File: config.mk
export PLATFORM = sky130hd
export DESIGN_NAME = envelope_shaper
export DESIGN_NICKNAME = d
export VERILOG_FILES = /design/src/rtl/envelope_shaper.sv
export SDC_FILE = /design/constraint.sdc
export NUM_CORES = 1
export LEC_CHECK = 0
export BUFFER_PORTS_ARGS = -buffer_cell sky130_fd_sc_hd__buf_2
export CORE_ASPECT_RATIO = 0.9
export CORE_UTILIZATION = 30
export CTS_CLUSTER_DIAMETER = 50
export DETAILED_ROUTE_END_ITERATION = 6
export PLACE_DENSITY = 0.52
export SYNTH_ARGS = -nofsm -noshare
export SYNTH_HDL_FRONTEND = slang
export SYNTH_SLANG_ARGS = --single-unit
File: constraint.sdc
create_clock -name clk -period 4.22 [get_ports clk]
set_clock_uncertainty 0.05 [all_clocks]
set_input_delay 0 -clock clk [delete_from_list [all_inputs] [get_ports clk]]
set_output_delay 0 -clock clk [all_outputs]
set_load 0.005 [all_outputs]
File: src/rtl/envelope_shaper.sv
// ADSR amplitude envelope applied to the oscillator sample stream, stepping on a slow tick.
// Optional: define ENV_RETRIGGER_EN to restart the level from 0 on every ATTACK entry.
module envelope_shaper #(
  parameter int TICK_DIV = 256
) (
  input  logic       clk,
  input  logic       rstn,
  input  logic       gate,
  input  logic [7:0] data_in,
  input  logic [7:0] attack_step,
  input  logic [7:0] decay_step,
  input  logic [7:0] sustain_level,
  input  logic [7:0] release_step,
  output logic [7:0] data_out,
  output logic [7:0] env_level,
  output logic [2:0] env_state,
  output logic       active
);

  localparam int            CW       = $clog2(TICK_DIV);
  localparam logic [CW-1:0] TICK_MAX = CW'(TICK_DIV - 1);

`ifdef ENV_RETRIGGER_EN
  localparam bit RETRIGGER = 1'b1;
`else
  localparam bit RETRIGGER = 1'b0;
`endif

  typedef enum logic [2:0] {
    S_IDLE    = 3'd0,
    S_ATTACK  = 3'd1,
    S_DECAY   = 3'd2,
    S_SUSTAIN = 3'd3,
    S_RELEASE = 3'd4
  } env_state_t;

  env_state_t    state_q, state_d;
  logic [7:0]    level_q, level_d;
  logic [CW-1:0] tick_cnt_q;
  logic          gate_q;
  logic          tick, rise, fall;
  logic [8:0]    attack_sum, decay_floor;
  logic [15:0]   scaled;

  assign tick        = (tick_cnt_q == TICK_MAX);
  assign rise        = gate & ~gate_q;
  assign fall        = ~gate & gate_q;
  assign attack_sum  = {1'b0, level_q} + {1'b0, attack_step};
  assign decay_floor = {1'b0, sustain_level} + {1'b0, decay_step};
  // Rounds up so a full-scale sample at full level stays at 255.
  assign scaled      = (16'(data_in) * 16'(level_q)) + 16'd255;

  // NOTE: sequential state uses non-blocking assignments so every flop samples pre-edge values.
  always_ff @(posedge clk or negedge rstn) begin
    if (!rstn) begin
      tick_cnt_q <= '0;
      gate_q     <= 1'b0;
      data_out   <= 8'd0;
    end else begin
      tick_cnt_q <= tick ? '0 : tick_cnt_q + 1'b1;
      gate_q     <= gate;
      data_out   <= scaled[15:8];
    end
  end

  always_ff @(posedge clk or negedge rstn) begin
    if (!rstn) begin
      state_q <= S_IDLE;
      level_q <= 8'd0;
    end else begin
      state_q <= state_d;
      level_q <= level_d;
    end
  end

  // Gate edges take priority; a cycle with a gate-driven transition applies no level step.
  // NOTE: defaults first so every path assigns state_d/level_d and no latch is inferred.
  always_comb begin
    state_d = state_q;
    level_d = level_q;
    unique case (state_q)
      S_IDLE: begin
        if (rise) begin
          state_d = S_ATTACK;
          if (RETRIGGER) level_d = 8'd0;
        end
      end
      S_ATTACK: begin
        if (fall) begin
          state_d = S_RELEASE;
        end else if (tick) begin
          if (attack_sum >= 9'd255) begin
            level_d = 8'd255;
            state_d = S_DECAY;
          end else begin
            level_d = attack_sum[7:0];
          end
        end
      end
      S_DECAY: begin
        if (fall) begin
          state_d = S_RELEASE;
        end else if (tick) begin
          if ({1'b0, level_q} <= decay_floor) begin
            level_d = sustain_level;
            state_d = S_SUSTAIN;
          end else begin
            level_d = level_q - decay_step;
          end
        end
      end
      S_SUSTAIN: begin
        if (fall) state_d = S_RELEASE;
        else      level_d = sustain_level;
      end
      S_RELEASE: begin
        if (rise) begin
          state_d = S_ATTACK;
          if (RETRIGGER) level_d = 8'd0;
        end else if (tick) begin
          if (level_q <= release_step) begin
            level_d = 8'd0;
            state_d = S_IDLE;
          end else begin
            level_d = level_q - release_step;
          end
        end
      end
      default: begin
        state_d = S_IDLE;
        level_d = 8'd0;
      end
    endcase
  end

  always_comb begin
    env_state = state_q;
    env_level = level_q;
    active    = (state_q != S_IDLE);
  end

endmodule
Yosys cells after proc, flatten, opt, wreduce, memory -nomap -nowiden
Index checks and enable logic that the tools add are counted.
{"block": "classes", "addsub": 6, "n_mul": 1, "div_mod_pow": 0, "order_cmp": 3, "eq_ne": 20, "shift": 0, "n_mux": 24, "n_bitwise": 5, "n_reduce_logical": 4}
{"cell": "$mux 8", "count": 11}
{"cell": "$pmux 8 s5", "count": 1}
{"cell": "$mux 3", "count": 11}
{"cell": "$add 8x8->9", "count": 2}
{"cell": "$ne 2x2->1 const B", "count": 9}
{"cell": "$ne 3x3->1 const B", "count": 6}
{"cell": "$add 16x8->16 const B", "count": 1}
{"cell": "$mul 8x8->16", "count": 1}
{"cell": "$reduce_and 8->1", "count": 2}
{"cell": "$sub 8x8->8", "count": 2}
{"cell": "$pmux 3 s5", "count": 1}
{"cell": "$ge 9x8->1 const B", "count": 1}
{"cell": "$le 8x9->1", "count": 1}
{"cell": "$add 8x1->8 const B", "count": 1}
{"cell": "$eq 8x8->1 const B", "count": 1}
{"cell": "$le 8x8->1", "count": 1}
{"cell": "$eq 3x2->1 const B", "count": 2}
{"cell": "$eq 3x1->1 const B", "count": 1}
{"cell": "$eq 3x3->1 const B", "count": 1}
{"cell": "$logic_not 3->1", "count": 1}
{"cell": "$not 1->1", "count": 3}
{"cell": "$reduce_bool 3->1", "count": 1}
{"cell": "$and 1x1->1", "count": 2}
{"block": "totals", "register_bits": 28, "latch_bits": 0, "ram_bits": 0, "mem_bits_ro": 0, "inputBits": 43, "elab_cells": 68, "memories": 0}

Longest topological paths before layout
Gate-level depths: netlist (run 1).
{"block": "depth", "ltp_word": 6, "ltp_mapped": 17}

Least setup slack after synthesis (run 1)
OpenSTA, ideal clock, no wires.
{"block": "synth_path", "path_type": "reg-to-reg", "from": "register level_q[1] (netlist: env_level[1])", "to": "register data_out[5]", "t_arrival_ns": 4.345, "required_time_ns": 4.090, "path_slack_ns": -0.255, "path_stages_with_launch": 15, "path_buffers": 1, "synth_period_minus_slack_ns": 4.475, "path_cell_list": "dfrtp_1 -> clkbuf_1 -> nand2_1 -> fa_1 -> inv_1 -> fa_1 -> fa_1 -> fa_1 -> ha_1 -> or3_1 -> a31oi_1 -> a21oi_1 -> or3_1 -> a21oi_1 -> xnor2_1"}
{"block": "synth_via", "elab_chain_len": 2}
{"item": "from (decl)", "line": "38", "source": "logic [7:0] level_q, level_d;"}
{"item": "from (signal assigned)", "line": "72", "source": "level_q <= level_d;"}
{"item": "$mul 8x8->16", "line": "51", "source": "assign scaled = (16'(data_in) * 16'(level_q)) + 16'd255;"}
{"item": "$add 16x8->16", "line": "51"}
{"item": "via scaled[13]", "line": "43", "source": "logic [15:0] scaled;"}
{"item": "to (signal assigned)", "line": "62", "source": "data_out <= scaled[15:8];"}
{"item": "to (decl)", "line": "14", "source": "output logic [7:0] data_out,"}
The timed path passes the listed nets, and every way through them passes these cells.
A chain may end at the register's enable or synchronous reset.

Worst setup path in the final report (run 1)
{"block": "layout_path", "from": "register level_q[5] (netlist: env_level[5])", "to": "register data_out[5]"}
Same word-level chain as after synthesis.

==> results.json, run 1 <==
{
  "final_layout_size_suffix_gt1_frac": 0.211,
  "cpPeakStageDelay_ns": 0.52,
  "htreeDepth": 1,
  "ys_top_cells_by_count": "inv_1, ha_1, nand2_1",
  "ys_seq_elements": 28,
  "worstSkewPairLatency_ns": 0.27,
  "place_congestion": 0.842,
  "num-fill-cells": 1689,
  "io_buffers": 62,
  "die_height_um": 124,
  "route.detailed.wl_per_inst_um": 15.1,
  "worstSetupPathDepth": 14,
  "clkTransAtPathRegs_ns": 0.07,
  "synth_top_cell_area_share": 0.182,
  "syn_nets": 732,
  "rrSetupSlack_ns": 0.002,
  "rsz0062_at_grt": "yes",
  "cp-end-kind": "flip-flop",
  "nets": 819,
  "r2r-start": "env_level[5]",
  "yosysWarnings": 0,
  "final.period_utilization": 0.999,
  "run_status": "completed",
  "fp.coreArea_sq_mm": 0.0161,
  "place_inst": 856,
  "synth_area_leaders": "fa_1, ha_1, dfrtp_1",
  "maxSlewViolCount": 0,
  "routed_via_density": 5.05,
  "clock_path_buffers": 2,
  "endpoint": "data_out[5]",
  "tightest_slew_ns": 0.740,
  "grt_pass1_vias": 4413,
  "syn_inst": 572,
  "grt_pass1_wl_mm": 22.1,
  "drt_iter0_drc": 192,
  "cts_made_buffers": 3,
  "netlist_area_sq_mm": 0.00494,
  "critPathKind": "reg -> reg",
  "antenna_cells": 0,
  "vias": 4365,
  "hold_viol": 0,
  "yosysSeqAreaShare": 0.142,
  "ys_types": 60,
  "routed_wl_mm": 13.1,
  "path_common_cell": "fa_1",
  "dieArea_sq_mm": 0.0170,
  "drv_cap": 0,
  "initial_utilization": 0.306,
  "synth.most_common_cell": "inv_1",
  "synth_area_per_cell_sq_um": 8.63,
  "path_cells": "and2_4 > fa_1 > inv_1 > fa_1 > inv_1 > fa_1 > fa_1 > ha_2 > or3_4 > a31oi_4 > a21oi_4 > or3_4 > a21oi_2 > xnor2_1",
  "grt_max_degree": 29,
  "cts-root-buf": "clkbuf_16",
  "tritoncts": "yes",
  "stdcell_count": 865,
  "cp.arrival_ns": 4.37,
  "first_pass_iters": 5,
  "fin_setup_tns_ns": 0,
  "num_rows": 44,
  "grt_antenna_before_repair": 0,
  "synth_top_cell_by_area": "fa_1",
  "synthArstFlopShare": 1.00,
  "ant_nets": 0,
  "ios": 63,
  "synth-main-ff-cell": "dfrtp_1",
  "fmax_ghz": 0.237,
  "synth_edf_count": 0,
  "worstPathRequired_ns": 4.37,
  "route.detailed.drc": 0,
  "grt_overflow_total": 0,
  "hpwl_mm": 10.9,
  "setup_viol": 0,
  "slew_headroom": 0.506,
  "reg2reg_depth": 14,
  "cp-start-kind": "flip-flop",
  "r2r-end": "data_out[5]",
  "worst-path-buf-inv": 2,
  "chipWidth_um": 137,
  "path_max_fanout": 5,
  "crit_start": "env_level[5]",
  "area_growth_pct": 19.8,
  "grt_usage": 0.166,
  "crit_path_top_delay_cell": "fa_1",
  "period_needed_ns": 4.22,
  "critPathTopFamily": "adder cells",
  "cts.sinks": 28,
  "hold_class": "in -> reg"
}
==> registers in the layout, summed over array words and instances (netlist names) <==
| name | flops |
|---|---|
| gate_q | 1 |
| data_out | 8 |
| env_state | 3 |
| env_level | 8 |
| tick_cnt_q | 8 |
==> cell type report <==
cell class,count,area [sq um],area share
clock buffers,4,88.8,0.0150
inverters,78,293,0.0495
multi-input cells,454,4010,0.678
flip-flops and latches,28,708,0.120
well taps,207,259,0.0438
repair buffers,94,556,0.0939
==> layout by cell type (no fill, tap or decap), drive strengths merged, types with 4 or more instances in the layout <==
cell,netlist,final
a21o,11,11
dfrtp,28,28
and2,32,32
nor2b,7,7
nand4,4,4
a222oi,4,4
fa,45,45
nand2b,7,7
xor2,13,13
or2,4,4
a211oi,6,6
ha,72,72
nor2,29,29
nor3,11,11
nand3,10,10
nand2,53,53
mux2,4,4
o21a,8,8
o21bai,5,5
a31oi,9,9
or3,10,10
clkbuf,11,4
a21oi,20,20
buf,1,92
xnor2,17,17
inv,78,78
o21ai,33,33
==> how the worst min path moves through the flow <==
| stage | from | to | slack, ns | cells past startpoint |
|---|---|---|---|---|
| 4_1_cts | sustain_level[7] | env_level[7] | 0.19 | 4 |
| 3_5_place_dp | rstn | data_out[0] | 0.03 | 1 |
| 6_report | sustain_level[7] | env_level[7] | 0.18 | 4 |
| 5_1_grt | sustain_level[7] | env_level[7] | 0.22 | 4 |
| 2_1_floorplan | rstn | data_out[0] | -0.35 | 0 |
| 3_3_place_gp | rstn | data_out[0] | 0.03 | 1 |
==> worst min-delay path, stage by stage <==
cell	delay, ns
buf_2	0.13
nand3_1	0.08
a31o_2	0.16
a31oi_1	0.09
==> what timing repair did <==
| action | in CTS | in global routing |
|---|---|---|
| hold buffers | 2 | 0 |
| setup endpoints to repair | 4 | 5 |
| pin swaps | 13 | 14 |
| gates resized for setup | 20 | 11 |
| setup buffers | 1 | 2 |
| endpoints found under the hold margin | 29 | 0 |
| gates cloned | 0 | 0 |
==> cells by family after synthesis <==
kind of cell | synth area share
simple gates | 0.175
buf+inv | 0.0687
mux | 0.0132
compound gates | 0.183
fa+ha+maj | 0.365
flops | 0.142
xor+xnor | 0.0532
==> metrics by stage <==
step / hold slack, ns / setup WS [ns] / util / cell area (sq um)
floorplan: -0.346 / -0.0446 / - / 4970
CTS: 0.194 / -0.0131 / 0.364 / 5870
finish: 0.182 / 0.00245 / 0.367 / 5920
global placement: 0.0263 / -0.0875 / 0.352 / 5670
global route: 0.219 / -0.137 / 0.367 / 5920
detailed placement: 0.0345 / -0.138 / 0.352 / 5670
==> layer usage <==
metal / vias to the layer above / routed length, um / global-route usage
met1: 2114 / 6300 / 0.235
met5: - / 0 / 0
li1: 2151 / - / -
met2: 87 / 6130 / 0.279
met3: 13 / 527 / 0.0183
met4: 0 / 135 / 0.0240
Power of run 1 is left out: the tool's default activity adds up to more than one toggle a clock period on the data nets, which glitch-free logic cannot reach.
==> run 2: changes to the inputs <==
--- a/config.mk
+++ b/config.mk
@@ -6,7 +6,7 @@
 export NUM_CORES = 1
 export LEC_CHECK = 0
 export BUFFER_PORTS_ARGS = -buffer_cell sky130_fd_sc_hd__buf_2
-export CORE_ASPECT_RATIO = 0.9
+export CORE_ASPECT_RATIO = 0.75
 export CORE_UTILIZATION = 30
 export CTS_CLUSTER_DIAMETER = 50
 export DETAILED_ROUTE_END_ITERATION = 6
==> run 2 against run 1 <==
The run now ends with negative setup slack left. Count of clock-buffer cells in the layout stayed put. Critical path depth stayed put. Register-to-register slack worse by 0.02 ns. Critical endpoint unchanged. First-iteration DRC count grew 43%. Worst setup slack lost 0.016 ns.
==> results.json, run 2 (same netlist as run 1, synthesis figures left out) <==
{
  "run_status": "finished with violations",
  "violations": "negative setup slack",
  "critPathTopFamily": "adder cells",
  "multiInputGateArea_sq_mm": 0.00403,
  "drv_cap": 0,
  "design_area_sq_mm": 0.00595,
  "cp.arrival_ns": 4.38,
  "dieArea_sq_mm": 0.0170,
  "fmax_ghz": 0.236,
  "num_rows": 40,
  "critPathKind": "reg -> reg",
  "crit_path_top_delay_cell": "fa_1",
  "place_congestion": 0.846,
  "hold_class": "in -> reg",
  "worstPathRequired_ns": 4.37,
  "cts-root-buf": "clkbuf_16",
  "ios": 63,
  "final_layout_size_suffix_gt1_frac": 0.212,
  "final_cell_mix": "inv_1, ha_1, buf_2, nand2_1, fa_1",
  "clock_path_buffers": 2,
  "cp-end-kind": "flip-flop",
  "grt_overflow_total": 0,
  "placed_area_sq_mm": 0.00567,
  "seq_area_sq_um": 708,
  "io_buffers": 62,
  "grt_pass1_vias": 4511,
  "first_pass_iters": 5,
  "setup_ws_ns": -0.0136,
  "grt_usage": 0.167,
  "hold_viol": 0,
  "antenna_cells": 0,
  "cts.sinks": 28,
  "cpPeakStageDelay_ns": 0.50,
  "tritoncts": "yes",
  "worstSkewPairLatency_ns": 0.27,
  "slew_headroom": 0.497,
  "htreeDepth": 1,
  "vias": 4410,
  "ant_nets": 0,
  "path_common_cell": "fa_1",
  "die_height_um": 113,
  "period_needed_ns": 4.23,
  "nets": 820,
  "final_common_cell": "inv_1",
  "routed_via_density": 5.07,
  "drt_iter0_drc": 275,
  "num-fill-cells": 1679,
  "routed_wl_mm": 13.5,
  "hpwl_mm": 11.3,
  "initial_utilization": 0.307,
  "tightest_slew_ns": 0.755,
  "maxSlewViolCount": 0,
  "fp.coreArea_sq_mm": 0.0161,
  "chipWidth_um": 150,
  "setup_viol": 1,
  "fin_util": 0.370,
  "area_growth_pct": 20.5,
  "clkTransAtPathRegs_ns": 0.07,
  "route.detailed.drc": 0,
  "final.period_utilization": 1.00,
  "worst-path-buf-inv": 2,
  "grt_pass1_wl_mm": 22.4,
  "path_max_fanout": 7,
  "path_cells": "and2_4 > fa_1 > inv_1 > fa_1 > inv_1 > fa_1 > fa_1 > ha_4 > or3_4 > a31oi_4 > a21oi_4 > or3_4 > a21oi_2 > xnor2_1",
  "cts_made_buffers": 3,
  "grt_max_degree": 29,
  "route.detailed.wl_per_inst_um": 15.5,
  "cp-start-kind": "flip-flop",
  "grt_antenna_before_repair": 0,
  "rsz0062_at_grt": "yes"
}
## run 2: changes by cell type in the layout (fill, tap and decap cells not counted), sizes merged
cell / delta
buf: +1
## run 2: area by class of cell
class,count,share of cell area
Tap cell,210,0.0442
Timing Repair Buffer,95,0.0953
Multi-Input combinational cell,454,0.677
Sequential cell,28,0.119
Inverter,78,0.0492
Clock buffer,4,0.0149
## run 2: layer usage
metal	up-vias	global-route usage	wire length (um)
met5	-	0	0
met4	0	0.0357	232
met3	19	0.0194	481
met2	78	0.274	6140
met1	2165	0.235	6630
li1	2148	-	-
## run 2: through the flow
stage	hold WS (ns)	TNS, ns	std cells	worst slack, ns
floorplan	-0.346	-0.0446	572	-0.0446
global route	0.184	-0.587	869	-0.171
CTS	0.147	-0.0552	867	-0.0319
detailed placement	0.0421	-0.537	858	-0.194
global placement	0.0277	-0.176	858	-0.0907
finish	0.158	-0.0136	869	-0.0136
## run 2: tightest hold or removal path: stages
cell and delay (ns):
buf_2 0.13, nand3_1 0.08, a31o_2 0.16, a31oi_1 0.08
## run 2: timing repair
action,CTS,global route
endpoints found under the hold margin,29,0
gates resized for setup,16,17
hold buffers,2,0
pin swaps,2,20
setup buffers,3,2
endpoints found under the setup margin,5,5
## run 2: final timing paths
| path | startpoint | end | slack (ns) | cells after the start |
|---|---|---|---|---|
| setup / recovery | env_level[4] | data_out[5] | -0.01 | 14 |
| hold / removal | sustain_level[7] | env_level[7] | 0.16 | 4 |
| setup reg to reg | env_level[4] | data_out[5] | -0.01 | 14 |
| hold reg to reg | tick_cnt_q[6] | tick_cnt_q[6] | 0.43 | 1 |
| max in group asynchronous | rstn | env_level[5] | 3.39 | 2 |
| min in group asynchronous | rstn | data_out[1] | 0.25 | 2 |
Power of run 2 is left out for the same reason.
